**config.mk**
```make
export PLATFORM = sky130hd
export DESIGN_NAME = calc_op_sequencer
export DESIGN_NICKNAME = d
export VERILOG_FILES = /design/src/rtl/calc_op_sequencer.sv
export SDC_FILE = /design/constraint.sdc
export NUM_CORES = 1
export LEC_CHECK = 0
export CAP_MARGIN = 20
export CORE_UTILIZATION = 47
export DETAILED_ROUTE_END_ITERATION = 12
export GPL_TIMING_DRIVEN = 0
export HOLD_SLACK_MARGIN = 0.15
export PLACE_DENSITY = 0.69
export SKIP_LAST_GASP = 1
export SLEW_MARGIN = 20
export SYNTH_ARGS = -nofsm -noshare
export SYNTH_HDL_FRONTEND = slang
export SYNTH_SLANG_ARGS = --single-unit
```
**constraint.sdc**
```tcl
create_clock -name clk -period 4.5 [get_ports clk]
set_input_delay 0.45 -clock clk [delete_from_list [all_inputs] [get_ports clk]]
set_output_delay 0.45 -clock clk [all_outputs]
set_load 0.02 [all_outputs]
```
**src/rtl/calc_op_sequencer.sv**
```systemverilog
// Multi-cycle calculator controller: one command in, one result out, with
// add/sub/shift-add multiply/restoring divide all sharing a single adder.
module calc_op_sequencer #(
    parameter int WIDTH = 8
) (
    input  logic                 clk,
    input  logic                 rst,
    input  logic                 cmd_valid,
    output logic                 cmd_ready,
    input  logic [1:0]           cmd_op,
    input  logic [WIDTH-1:0]     cmd_a,
    input  logic [WIDTH-1:0]     cmd_b,
    output logic                 busy,
    output logic                 res_valid,
    input  logic                 res_ready,
    output logic [2*WIDTH-1:0]   res_data,
    output logic                 res_err
);

    localparam int CW = (WIDTH > 1) ? $clog2(WIDTH) : 1;
    localparam logic [CW-1:0] LAST_STEP = CW'(WIDTH - 1);

    localparam logic [1:0] OP_ADD = 2'b00;
    localparam logic [1:0] OP_SUB = 2'b01;
    localparam logic [1:0] OP_MUL = 2'b10;
    localparam logic [1:0] OP_DIV = 2'b11;

    typedef enum logic [1:0] {
        S_IDLE = 2'b00,
        S_EXEC = 2'b01,
        S_DONE = 2'b10
    } state_t;

    state_t               r_state;
    logic [1:0]           r_op;
    logic [WIDTH-1:0]     r_a;
    logic [WIDTH-1:0]     r_b;
    logic [2*WIDTH-1:0]   r_acc;
    logic [CW-1:0]        r_cnt;
    logic                 r_busy;
    logic                 r_res_valid;
    logic [2*WIDTH-1:0]   r_res_data;
    logic                 r_res_err;

    logic [WIDTH:0]       w_add_x;
    logic [WIDTH:0]       w_add_y;
    logic                 w_add_cin;
    logic [WIDTH+1:0]     w_sum;
    logic                 w_no_borrow;
    logic [2*WIDTH-1:0]   w_mul_next;
    logic [2*WIDTH-1:0]   w_div_next;
    logic [2*WIDTH-1:0]   w_acc_next;
    logic [2*WIDTH-1:0]   w_addsub_res;

    // Subtraction (SUB and the divide trial step) is x + ~y + 1, so bit
    // WIDTH+1 of the sum is the "no borrow" indication.
    always_comb begin
        w_add_x   = '0;
        w_add_y   = '0;
        w_add_cin = 1'b0;
        case (r_op)
            OP_ADD: begin
                w_add_x = {1'b0, r_a};
                w_add_y = {1'b0, r_b};
            end
            OP_SUB: begin
                w_add_x   = {1'b0, r_a};
                w_add_y   = ~{1'b0, r_b};
                w_add_cin = 1'b1;
            end
            OP_MUL: begin
                w_add_x = {1'b0, r_acc[2*WIDTH-1:WIDTH]};
                w_add_y = r_acc[0] ? {1'b0, r_a} : '0;
            end
            default: begin
                w_add_x   = {r_acc[2*WIDTH-1:WIDTH], r_acc[WIDTH-1]};
                w_add_y   = ~{1'b0, r_b};
                w_add_cin = 1'b1;
            end
        endcase
    end

    assign w_sum       = {1'b0, w_add_x} + {1'b0, w_add_y} + {{(WIDTH+1){1'b0}}, w_add_cin};
    assign w_no_borrow = w_sum[WIDTH+1];

    // Multiply: acc = {partial high, remaining multiplier bits}, shifted right each step.
    assign w_mul_next = {w_sum[WIDTH:0], r_acc[WIDTH-1:1]};
    // Divide: acc = {remainder, dividend/quotient}; restore by keeping the shifted value.
    assign w_div_next = {(w_no_borrow ? w_sum[WIDTH-1:0]
                                      : {r_acc[2*WIDTH-2:WIDTH], r_acc[WIDTH-1]}),
                         r_acc[WIDTH-2:0], w_no_borrow};
    assign w_acc_next = r_op[0] ? w_div_next : w_mul_next;

    assign w_addsub_res = r_op[0]
        ? {{(WIDTH-1){1'b0}}, ~w_no_borrow, w_sum[WIDTH-1:0]}
        : {{(WIDTH-1){1'b0}}, w_sum[WIDTH:0]};

    always_ff @(posedge clk or posedge rst) begin
        if (rst) begin
            r_state     <= S_IDLE;
            r_op        <= OP_ADD;
            r_a         <= '0;
            r_b         <= '0;
            r_acc       <= '0;
            r_cnt       <= '0;
            r_busy      <= 1'b0;
            r_res_valid <= 1'b0;
            r_res_data  <= '0;
            r_res_err   <= 1'b0;
        end else begin
            case (r_state)
                S_IDLE: begin
                    if (cmd_valid) begin
                        r_op  <= cmd_op;
                        r_a   <= cmd_a;
                        r_b   <= cmd_b;
                        r_cnt <= '0;
                        if (cmd_op == OP_DIV && cmd_b == '0) begin
                            r_acc       <= '0;
                            r_state     <= S_DONE;
                            r_res_valid <= 1'b1;
                            r_res_data  <= '0;
                            r_res_err   <= 1'b1;
                        end else begin
                            r_acc   <= {{WIDTH{1'b0}}, (cmd_op == OP_DIV) ? cmd_a : cmd_b};
                            r_state <= S_EXEC;
                            r_busy  <= 1'b1;
                        end
                    end
                end
                S_EXEC: begin
                    if (!r_op[1]) begin
                        r_state     <= S_DONE;
                        r_busy      <= 1'b0;
                        r_res_valid <= 1'b1;
                        r_res_data  <= w_addsub_res;
                        r_res_err   <= 1'b0;
                    end else begin
                        r_acc <= w_acc_next;
                        if (r_cnt == LAST_STEP) begin
                            r_cnt       <= '0;
                            r_state     <= S_DONE;
                            r_busy      <= 1'b0;
                            r_res_valid <= 1'b1;
                            r_res_data  <= w_acc_next;
                            r_res_err   <= 1'b0;
                        end else begin
                            r_cnt <= r_cnt + 1'b1;
                        end
                    end
                end
                S_DONE: begin
                    if (res_ready) begin
                        r_state     <= S_IDLE;
                        r_res_valid <= 1'b0;
                    end
                end
                default: begin
                    r_state     <= S_IDLE;
                    r_busy      <= 1'b0;
                    r_res_valid <= 1'b0;
                end
            endcase
        end
    end

    assign cmd_ready = (r_state == S_IDLE);
    assign busy      = r_busy;
    assign res_valid = r_res_valid;
    assign res_data  = r_res_data;
    assign res_err   = r_res_err;

endmodule

```
Word level (Yosys, flattened, before mapping)
Index checks and enable logic that the tools add are counted.
Widths: inputs -> output; s select.
{"block": "word_totals", "output_inout_bits": 20, "reg_bits": 58, "input_bits": 22}
{"block": "op_classes", "reduce_logical": 13, "bitwise_logic": 3, "muxes": 39, "add_sub_neg": 3, "n_eq_ne": 12}
{"cell": "$mux 16", "count": 7}
{"cell": "$pmux 16 s2", "count": 2}
{"cell": "$pmux 9 s2", "count": 2}
{"cell": "$mux 8", "count": 4}
{"cell": "$reduce_and 4->1", "count": 3}
{"cell": "$add 10x1->10", "count": 1}
{"cell": "$add 9x9->10", "count": 1}
{"cell": "$mux 1", "count": 10}
{"cell": "$mux 2", "count": 5}
{"cell": "$mux 3", "count": 3}
{"cell": "$mux 9", "count": 1}
{"cell": "$not 8->9", "count": 1}
{"cell": "$logic_not 8->1", "count": 1}
{"cell": "$ne 2x2->1 const B", "count": 4}
{"cell": "$eq 2x2->1 const B", "count": 3}
{"cell": "$pmux 1 s3", "count": 2}
{"cell": "$pmux 2 s3", "count": 1}
{"cell": "$pmux 3 s2", "count": 1}
{"cell": "$reduce_and 3->1", "count": 2}
{"cell": "$eq 2x1->1 const B", "count": 2}
{"cell": "$logic_not 2->1", "count": 2}
{"cell": "$reduce_or 2->1", "count": 2}
{"cell": "$add 3x1->3 const B", "count": 1}
{"cell": "$eq 3x3->1 const B", "count": 1}
{"cell": "7 further kinds", "count": 8}

Longest topological paths before layout
Gate-level depths: netlist (run 1).
{"block": "depth", "ltp_word": 10, "depth_mapped": 13, "depth_no_buf": 11}

Worst setup path after synthesis (run 1)
No wires, ideal clock.
{"block": "synth_timing", "path_kind": "register to register", "startpoint": "reg r_op[1]", "endpoint": "reg r_res_data[8] (netlist: res_data[8])", "path_stages_with_launch": 14, "n_path_buf": 2, "setup_time_ns": 0.122, "t_required_ns": 4.378, "synth_period_minus_slack_ns": 3.147, "setup_slack_ns": 1.353, "arrival_time_ns": 3.025, "cell_sequence": "dfrtp_1 -> clkbuf_1 -> buf_2 -> nand3_1 -> o21ai_0 -> o21ai_0 -> fa_1 -> fa_1 -> nor2b_1 -> o211ai_1 -> a32oi_1 -> mux2i_1 -> o211ai_1 -> a32o_1"}
{"block": "synth_via", "elab_chain_len": 10}
{"element": "from (decl)", "line_no": "35", "text": "logic [1:0] r_op;"}
{"element": "from (signal assigned)", "line_no": "114", "text": "r_op <= cmd_op;"}
{"element": "$eq 2x1->1 / $logic_not 2->1 (equally long branches)", "line_no": "61", "text": "case (r_op)"}
{"element": "$reduce_or 2->1 (no source line)"}
{"element": "$pmux 9 s2", "line_no": "61"}
{"element": "$add 9x9->10", "line_no": "83", "text": "assign w_sum = {1'b0, w_add_x} + {1'b0, w_add_y} + {{(WIDTH+1){1'b0}}, w_add_cin};"}
{"element": "$add 10x1->10", "line_no": "83"}
{"element": "$mux 8", "line_no": "89", "text": "assign w_div_next = {(w_no_borrow ? w_sum[WIDTH-1:0]"}
{"element": "$mux 16", "line_no": "92", "text": "assign w_acc_next = r_op[0] ? w_div_next : w_mul_next;"}
{"element": "$mux 16", "line_no": "140", "text": "if (r_cnt == LAST_STEP) begin"}
{"element": "$mux 16", "line_no": "132", "text": "if (!r_op[1]) begin"}
{"element": "$pmux 16 s2", "line_no": "111", "text": "case (r_state)"}
{"element": "to (signal assigned)", "line_no": "136", "text": "r_res_data <= w_addsub_res;"}
{"element": "to (signal assigned)", "line_no": "145", "text": "r_res_data <= w_acc_next;"}
{"element": "to (decl)", "line_no": "42", "text": "logic [2*WIDTH-1:0] r_res_data;"}
Several ways; a longest one is shown, not always the timed one. The select of a mux whose other input is x is not followed.
A chain may end at the register's enable or synchronous reset.

Worst setup path in the final report (run 1)
Ends and elaborated chain as after synthesis.

==> flow_metrics.env, run 1 <==
export IMPL_via_per_inst=5.80
export IMPL_layout_area_overhead_pct=20.9
export IMPL_finalCriticalPeriod_ns=3.82
export IMPL_crit_fanout=10
export IMPL_drt_pass1_iterations=6
export IMPL_chipHeight_um=90.0
export IMPL_cts_buffers=9
export IMPL_netlist_cell_type_count=53
export IMPL_gp_routability_congestion=0.881
export IMPL_crit_reg2reg_launch="r_op[1]$_DFFE_PP0P_"
export IMPL_worst_setup_path_class="flop to flop"
export IMPL_core_area_um2=7370
export IMPL_worstSkewPairLatency_ns=0.34
export IMPL_postSynthRegisterBits=58
export IMPL_overflow=0
export IMPL_post_route_drc_count=0
export IMPL_worst_setup_hold_path_clk_slew_ns=0.08
export IMPL_synthArstFlopShare=1.00
export IMPL_timing_critical_path_from_type="flop"
export IMPL_yosys_most_used_dff="sky130_fd_sc_hd__dfrtp_1"
export IMPL_timing_critical_path_to="res_data[8]$_DFFE_PP0P_"
export IMPL_hpwl_um=7700
export IMPL_synth_seq_area_share=0.399
export IMPL_num_rows=31
export IMPL_io_pins=42
export IMPL_die_area_um2=8100
export IMPL_r2r_setup_slack_ns=0.68
export IMPL_antenna_found_initial=0
export IMPL_postSynthAreaPerCell_um2=8.79
export IMPL_crit_path_end_kind="flop"
export IMPL_timing_max_slew_rel_slack=0.520
export IMPL_r2r_cells=13
export IMPL_cp_data_arrival_time_ns=4.05
export IMPL_cts_num_sinks=58
export IMPL_htreeDepth=3
export IMPL_timing_worst_slew_pin_value_ns=0.720
export IMPL_drt_antenna_violating_nets=0
export IMPL_period_share=0.849
export IMPL_grt_start_max_net_pins=59
export IMPL_wire_per_inst_um=17.8
export IMPL_tritoncts="done"
export IMPL_grt_total_usage=0.263
export IMPL_initial_core_util=0.494
export IMPL_worst_hold_path_type="flop to flop"
export IMPL_cp_data_required_time_ns=4.73
export IMPL_fmaxAchievable_mhz=262
export IMPL_drv_max_cap_violation_count=0
export IMPL_cts_root_buffer="sky130_fd_sc_hd__clkbuf_8"
export IMPL_cts_path_max_buffers=2
export IMPL_cts_repair_resizes=0
export IMPL_grt_pass1_wl_um=16700
export IMPL_timing_final_max_slew_violations=0
export IMPL_timing_critical_path_slowest_cell_delay_ns=0.47
export IMPL_rsz0062_at_grt="no"
export IMPL_postSynthCellCount=414
export IMPL_post_cts_setup_driven_buffer_insertion_count=0
export IMPL_floorplan_die_width_um=90.0
export IMPL_worst_path_max_delay_cell="sky130_fd_sc_hd__fa_1"
export IMPL_first_iter_violations=261
export IMPL_synthesis_area_um2=3640
export IMPL_timing_final_hold_violations=0
export IMPL_fill_cells=684
export IMPL_route_vias_total=3305
export IMPL_finalWirelength_um=10200
export IMPL_syn_num_nets=448
export IMPL_outcome="complete, no violations"
export IMPL_cts_hold_buffers_added=0
export IMPL_skew_ns=0.00921
export IMPL_synth_edf_count=0
export IMPL_crit_reg2reg_capture="res_data[8]$_DFFE_PP0P_"
export IMPL_crit_buf_inv=2
export IMPL_crit_path_cell_trace="clkbuf_1, buf_2, nand3_1, o21ai_0, o21ai_0, fa_1, fa_1, nor2b_1, o211ai_1, a32oi_1, mux2i_1, o211ai_1, a32o_1"
export IMPL_timing_critical_path_depth=13
export IMPL_grt_pass1_vias=3238
export IMPL_num_nets_final=500
export IMPL_num_antenna_cells=0
export IMPL_timing_final_setup_violations=0
export IMPL_total_negative_slack_for_setup_checks_ns=0
export IMPL_post_route_cells_drive_above_1_share=0.0913
export IMPL_portBuffers=41
export IMPL_timing_critical_path_from="r_op[1]$_DFFE_PP0P_"
export IMPL_worst_path_dominant_cell_family="compound AO/OA/AOI/OAI gates"
export IMPL_number_of_warnings_issued_by_yosys=0
-- per-stage QoR --
step	area (um2)	cells	hold WS (ns)	util	worst slack, ns
2_1_floorplan	3640	414	0.460	-	1.35
3_3_place_gp	4180	554	0.459	0.567	0.790
3_5_place_dp	4180	554	0.472	0.567	0.748
4_1_cts	4400	570	0.489	0.597	0.710
5_1_grt	4400	570	0.506	0.597	0.497
6_report	4400	570	0.483	0.597	0.681
-- registers in the layout, summed over array words and instances, names as in the netlist --
name and flops:
r_state 2, res_err 1, r_a 8, r_b 8
r_cnt 3, res_valid 1, r_op 2, busy 1
r_acc 16, res_data 16
-- synth_stat cells (2+ instances only) --
cell	instances	share of area
sky130_fd_sc_hd__a21oi_1	33	0.045
sky130_fd_sc_hd__nand2_1	80	0.082
sky130_fd_sc_hd__o221ai_1	8	0.019
sky130_fd_sc_hd__nand2b_1	4	0.0069
sky130_fd_sc_hd__fa_1	2	0.011
sky130_fd_sc_hd__nor3_1	3	0.0041
sky130_fd_sc_hd__a21o_1	2	0.0041
sky130_fd_sc_hd__a22oi_1	10	0.021
sky130_fd_sc_hd__inv_1	11	0.011
sky130_fd_sc_hd__nor2_4	2	0.0062
sky130_fd_sc_hd__and3_1	8	0.014
sky130_fd_sc_hd__o21ai_1	9	0.012
sky130_fd_sc_hd__buf_2	8	0.011
sky130_fd_sc_hd__inv_2	2	0.0021
sky130_fd_sc_hd__a31oi_1	3	0.0052
sky130_fd_sc_hd__nor4_1	2	0.0034
sky130_fd_sc_hd__ha_1	10	0.034
sky130_fd_sc_hd__a32oi_1	5	0.012
sky130_fd_sc_hd__xor2_1	4	0.0096
sky130_fd_sc_hd__clkbuf_1	9	0.0093
sky130_fd_sc_hd__nor2b_1	3	0.0052
sky130_fd_sc_hd__mux2i_1	30	0.082
sky130_fd_sc_hd__buf_4	2	0.0041
sky130_fd_sc_hd__o21a_1	9	0.019
sky130_fd_sc_hd__nor2_1	33	0.034
sky130_fd_sc_hd__o21ai_0	29	0.040
sky130_fd_sc_hd__a211oi_1	7	0.014
sky130_fd_sc_hd__o211ai_1	4	0.0082
sky130_fd_sc_hd__dfrtp_1	58	0.40
-- area by class of cell --
class,count,area (um2),share of cell area
Inverter,13,51.3,0.0117
Tap cell,99,124,0.0281
Clock buffer,9,124,0.0281
Multi-Input combinational cell,321,2020,0.459
Sequential cell,58,1450,0.330
Buffer,22,119,0.0270
Timing Repair Buffer,41,410,0.0932
Clock inverter,7,101,0.0230
-- per-layer routing --
layer	share of wire	up-vias	GRT usage
met5	0	-	0
met1	0.46	1588	0.361
met3	0.046	18	0.0406
met2	0.47	112	0.427
li1	-	1587	-
met4	0.017	0	0.0833
-- kinds of logic (layout without fill, tap and decap cells) --
family                   after synthesis  after routing  synth area share
AO/OA/AOI/OAI                        130            130             0.232
XOR/XNOR                               6              6            0.0186
buffers and inverters                 35             92            0.0460
AND/OR/NAND/NOR                      143            143             0.177
flip-flops                            58             58             0.399
adder cells (fa/ha/maj)               12             12            0.0454
multiplexers                          30             30            0.0825
-- cell usage in the layout, fill, tap and decap left out, types with 9 or more instances in the layout --
cell type,Yosys,layout
sky130_fd_sc_hd__clkbuf_1,9,9
sky130_fd_sc_hd__clkdlybuf4s50_1,0,41
sky130_fd_sc_hd__o21ai_1,9,9
sky130_fd_sc_hd__inv_1,11,10
sky130_fd_sc_hd__nand2_1,80,80
sky130_fd_sc_hd__o21a_1,9,9
sky130_fd_sc_hd__o21ai_0,29,29
sky130_fd_sc_hd__ha_1,10,10
sky130_fd_sc_hd__nor2_1,33,33
sky130_fd_sc_hd__a22oi_1,10,10
sky130_fd_sc_hd__a21oi_1,33,33
sky130_fd_sc_hd__dfrtp_1,58,58
sky130_fd_sc_hd__mux2i_1,30,30
sky130_fd_sc_hd__clkbuf_8,0,9
-- how the worst min path moves through the flow --
stage / startpoint / slack, ns / to / cells past startpoint
floorplan: r_a[1]$_DFFE_PP0P_ / 0.46 / r_a[1]$_DFFE_PP0P_ / 2
global placement: res_valid$_DFFE_PP0P_ / 0.46 / res_valid$_DFFE_PP0P_ / 2
detailed placement: res_data[1]$_DFFE_PP0P_ / 0.47 / res_data[1]$_DFFE_PP0P_ / 1
CTS: res_data[1]$_DFFE_PP0P_ / 0.49 / res_data[1]$_DFFE_PP0P_ / 1
global route: res_data[1]$_DFFE_PP0P_ / 0.51 / res_data[1]$_DFFE_PP0P_ / 1
finish: res_data[2]$_DFFE_PP0P_ / 0.48 / res_data[2]$_DFFE_PP0P_ / 2
-- tightest hold or removal path, cell delays in order (launching register included) --
cell and delay, ns:
sky130_fd_sc_hd__dfrtp_1 0.35, sky130_fd_sc_hd__nand2_1 0.05, sky130_fd_sc_hd__o21ai_0 0.06
Power of run 1 is left out: the tool's default activity adds up to more than one toggle a clock period on the data nets, which glitch-free logic cannot reach.
==> inputs of run 2 (changes only) <==
Settings changed: PLACE_DENSITY 0.69 to 0.71.
Clock period 4.5 ns to 3.43 ns, I/O delays scaled along.
==> flow_metrics.env, run 2 (same netlist as run 1, synthesis figures left out) <==
export IMPL_antenna_found_initial=0
export IMPL_drt_pass1_iterations=5
export IMPL_cts_root_buffer="sky130_fd_sc_hd__clkbuf_8"
export IMPL_chipHeight_um=90.0
export IMPL_skew_ns=0.00766
export IMPL_grt_total_usage=0.252
export IMPL_fmaxAchievable_mhz=306
export IMPL_wire_per_inst_um=17.0
export IMPL_die_area_um2=8100
export IMPL_overflow=0
export IMPL_drv_max_cap_violation_count=0
export IMPL_crit_reg2reg_capture="res_data[8]$_DFFE_PP0P_"
export IMPL_gp_routability_congestion=0.877
export IMPL_timing_critical_path_to="res_data[8]$_DFFE_PP0P_"
export IMPL_cts_path_max_buffers=2
export IMPL_tritoncts="done"
export IMPL_worst_path_dominant_cell_family="compound AO/OA/AOI/OAI gates"
export IMPL_timing_final_hold_violations=0
export IMPL_via_per_inst=5.74
export IMPL_r2r_cells=13
export IMPL_worst_setup_hold_path_clk_slew_ns=0.06
export IMPL_holdWs_ns=0.213
export IMPL_crit_reg2reg_launch="r_op[0]$_DFFE_PP0P_"
export IMPL_final_critical_path_setup_slack_ns=0.159
export IMPL_io_pins=42
export IMPL_timing_worst_slew_pin_value_ns=0.514
export IMPL_htreeDepth=3
export IMPL_cts_buffers=9
export IMPL_crit_path_end_kind="flop"
export IMPL_worst_path_max_delay_cell="sky130_fd_sc_hd__fa_1"
export IMPL_timing_critical_path_slowest_cell_delay_ns=0.43
export IMPL_drt_antenna_violating_nets=0
export IMPL_rsz0062_at_grt="yes"
export IMPL_mostFrequentLayoutCells="sky130_fd_sc_hd__nand2_1, sky130_fd_sc_hd__dfrtp_1, sky130_fd_sc_hd__clkdlybuf4s50_1"
export IMPL_grt_pass1_wl_um=16000
export IMPL_grt_pass1_vias=3045
export IMPL_crit_buf_inv=3
export IMPL_post_route_cells_drive_above_1_share=0.102
export IMPL_worst_hold_path_type="primary input to async pin"
export IMPL_stdcell_area_um2=4420
export IMPL_first_iter_violations=281
export IMPL_num_rows=31
export IMPL_r2r_setup_slack_ns=0.16
export IMPL_total_negative_slack_for_setup_checks_ns=0
export IMPL_placed_area_um2=4210
export IMPL_crit_fanout=10
export IMPL_cp_data_required_time_ns=3.66
export IMPL_timing_final_setup_violations=0
export IMPL_outcome="complete, no violations"
export IMPL_most_common_cell_after_layout_fill_and_taps_aside="sky130_fd_sc_hd__nand2_1"
export IMPL_timing_max_slew_rel_slack=0.657
export IMPL_timing_final_max_slew_violations=0
export IMPL_cp_data_arrival_time_ns=3.50
export IMPL_cts_hold_buffers_added=0
export IMPL_post_route_drc_count=0
export IMPL_num_nets_final=501
export IMPL_core_area_um2=7370
export IMPL_hpwl_um=7350
export IMPL_period_share=0.954
export IMPL_detailedPlace_worstSlack_ns=-0.335
export IMPL_worstSkewPairLatency_ns=0.34
export IMPL_initial_core_util=0.494
export IMPL_timing_critical_path_from="r_op[0]$_DFFE_PP0P_"
export IMPL_route_vias_total=3266
export IMPL_portBuffers=41
export IMPL_num_antenna_cells=0
export IMPL_finalCriticalPeriod_ns=3.27
export IMPL_layout_area_overhead_pct=21.5
export IMPL_grt_start_max_net_pins=58
export IMPL_cts_num_sinks=58
export IMPL_finalWirelength_um=9700
export IMPL_worst_setup_path_class="flop to flop"
export IMPL_timing_critical_path_depth=13
export IMPL_crit_path_cell_trace="clkbuf_4, buf_4, clkbuf_4, nand2_1, o21ai_0, fa_2, fa_1, nor2b_2, o211ai_1, a32oi_1, mux2i_2, o211ai_1, a32o_1"
export IMPL_floorplan_die_width_um=90.0
export IMPL_timing_critical_path_from_type="flop"
run 2: final cells by class:
type                            count  area (um2)
Buffer                             20         123
Clock buffer                       11         151
Clock inverter                      3        40.0
Fill cell                         677        2950
Inverter                           13        51.3
Multi-Input combinational cell    321        2030
Sequential cell                    58        1450
Tap cell                           99         124
Timing Repair Buffer               44         453
run 2: stage by stage:
stage | instances | utilization
final | 569 | 0.600
after global routing | 569 | 0.600
after CTS | 568 | 0.598
after detailed placement | 555 | 0.571
after global placement | 554 | 0.567
after floorplan | 414 | -
run 2: per-layer routing:
layer / share of wire / vias up / global-route usage
met4: 0.014 / 0 / 0.0739
met2: 0.45 / 139 / 0.389
met5: 0 / - / 0
met1: 0.46 / 1534 / 0.359
li1: - / 1581 / -
met3: 0.070 / 12 / 0.0457
run 2: worst min path at each step:
stage / start / slack, ns / cells past startpoint / end
3_3_place_gp: res_valid$_DFFE_PP0P_ / 0.46 / 2 / res_valid$_DFFE_PP0P_
3_5_place_dp: res_data[1]$_DFFE_PP0P_ / 0.47 / 1 / res_data[1]$_DFFE_PP0P_
5_1_grt: rst / 0.21 / 2 / res_data[12]$_DFFE_PP0P_
2_1_floorplan: cmd_a[0] / 0.45 / 2 / r_a[0]$_DFFE_PP0P_
4_1_cts: rst / 0.21 / 2 / res_data[12]$_DFFE_PP0P_
6_report: rst / 0.21 / 2 / res_data[12]$_DFFE_PP0P_
run 2: repair_timing:
item | 4_1_cts | 5_1_grt
pin swaps | 1 | 1
setup buffers | 1 | 1
gates resized for setup | 5 | 6
endpoints found under the setup margin | 10 | 12
endpoints found under the hold margin | 0 | 0
Power of run 2 is left out for the same reason.
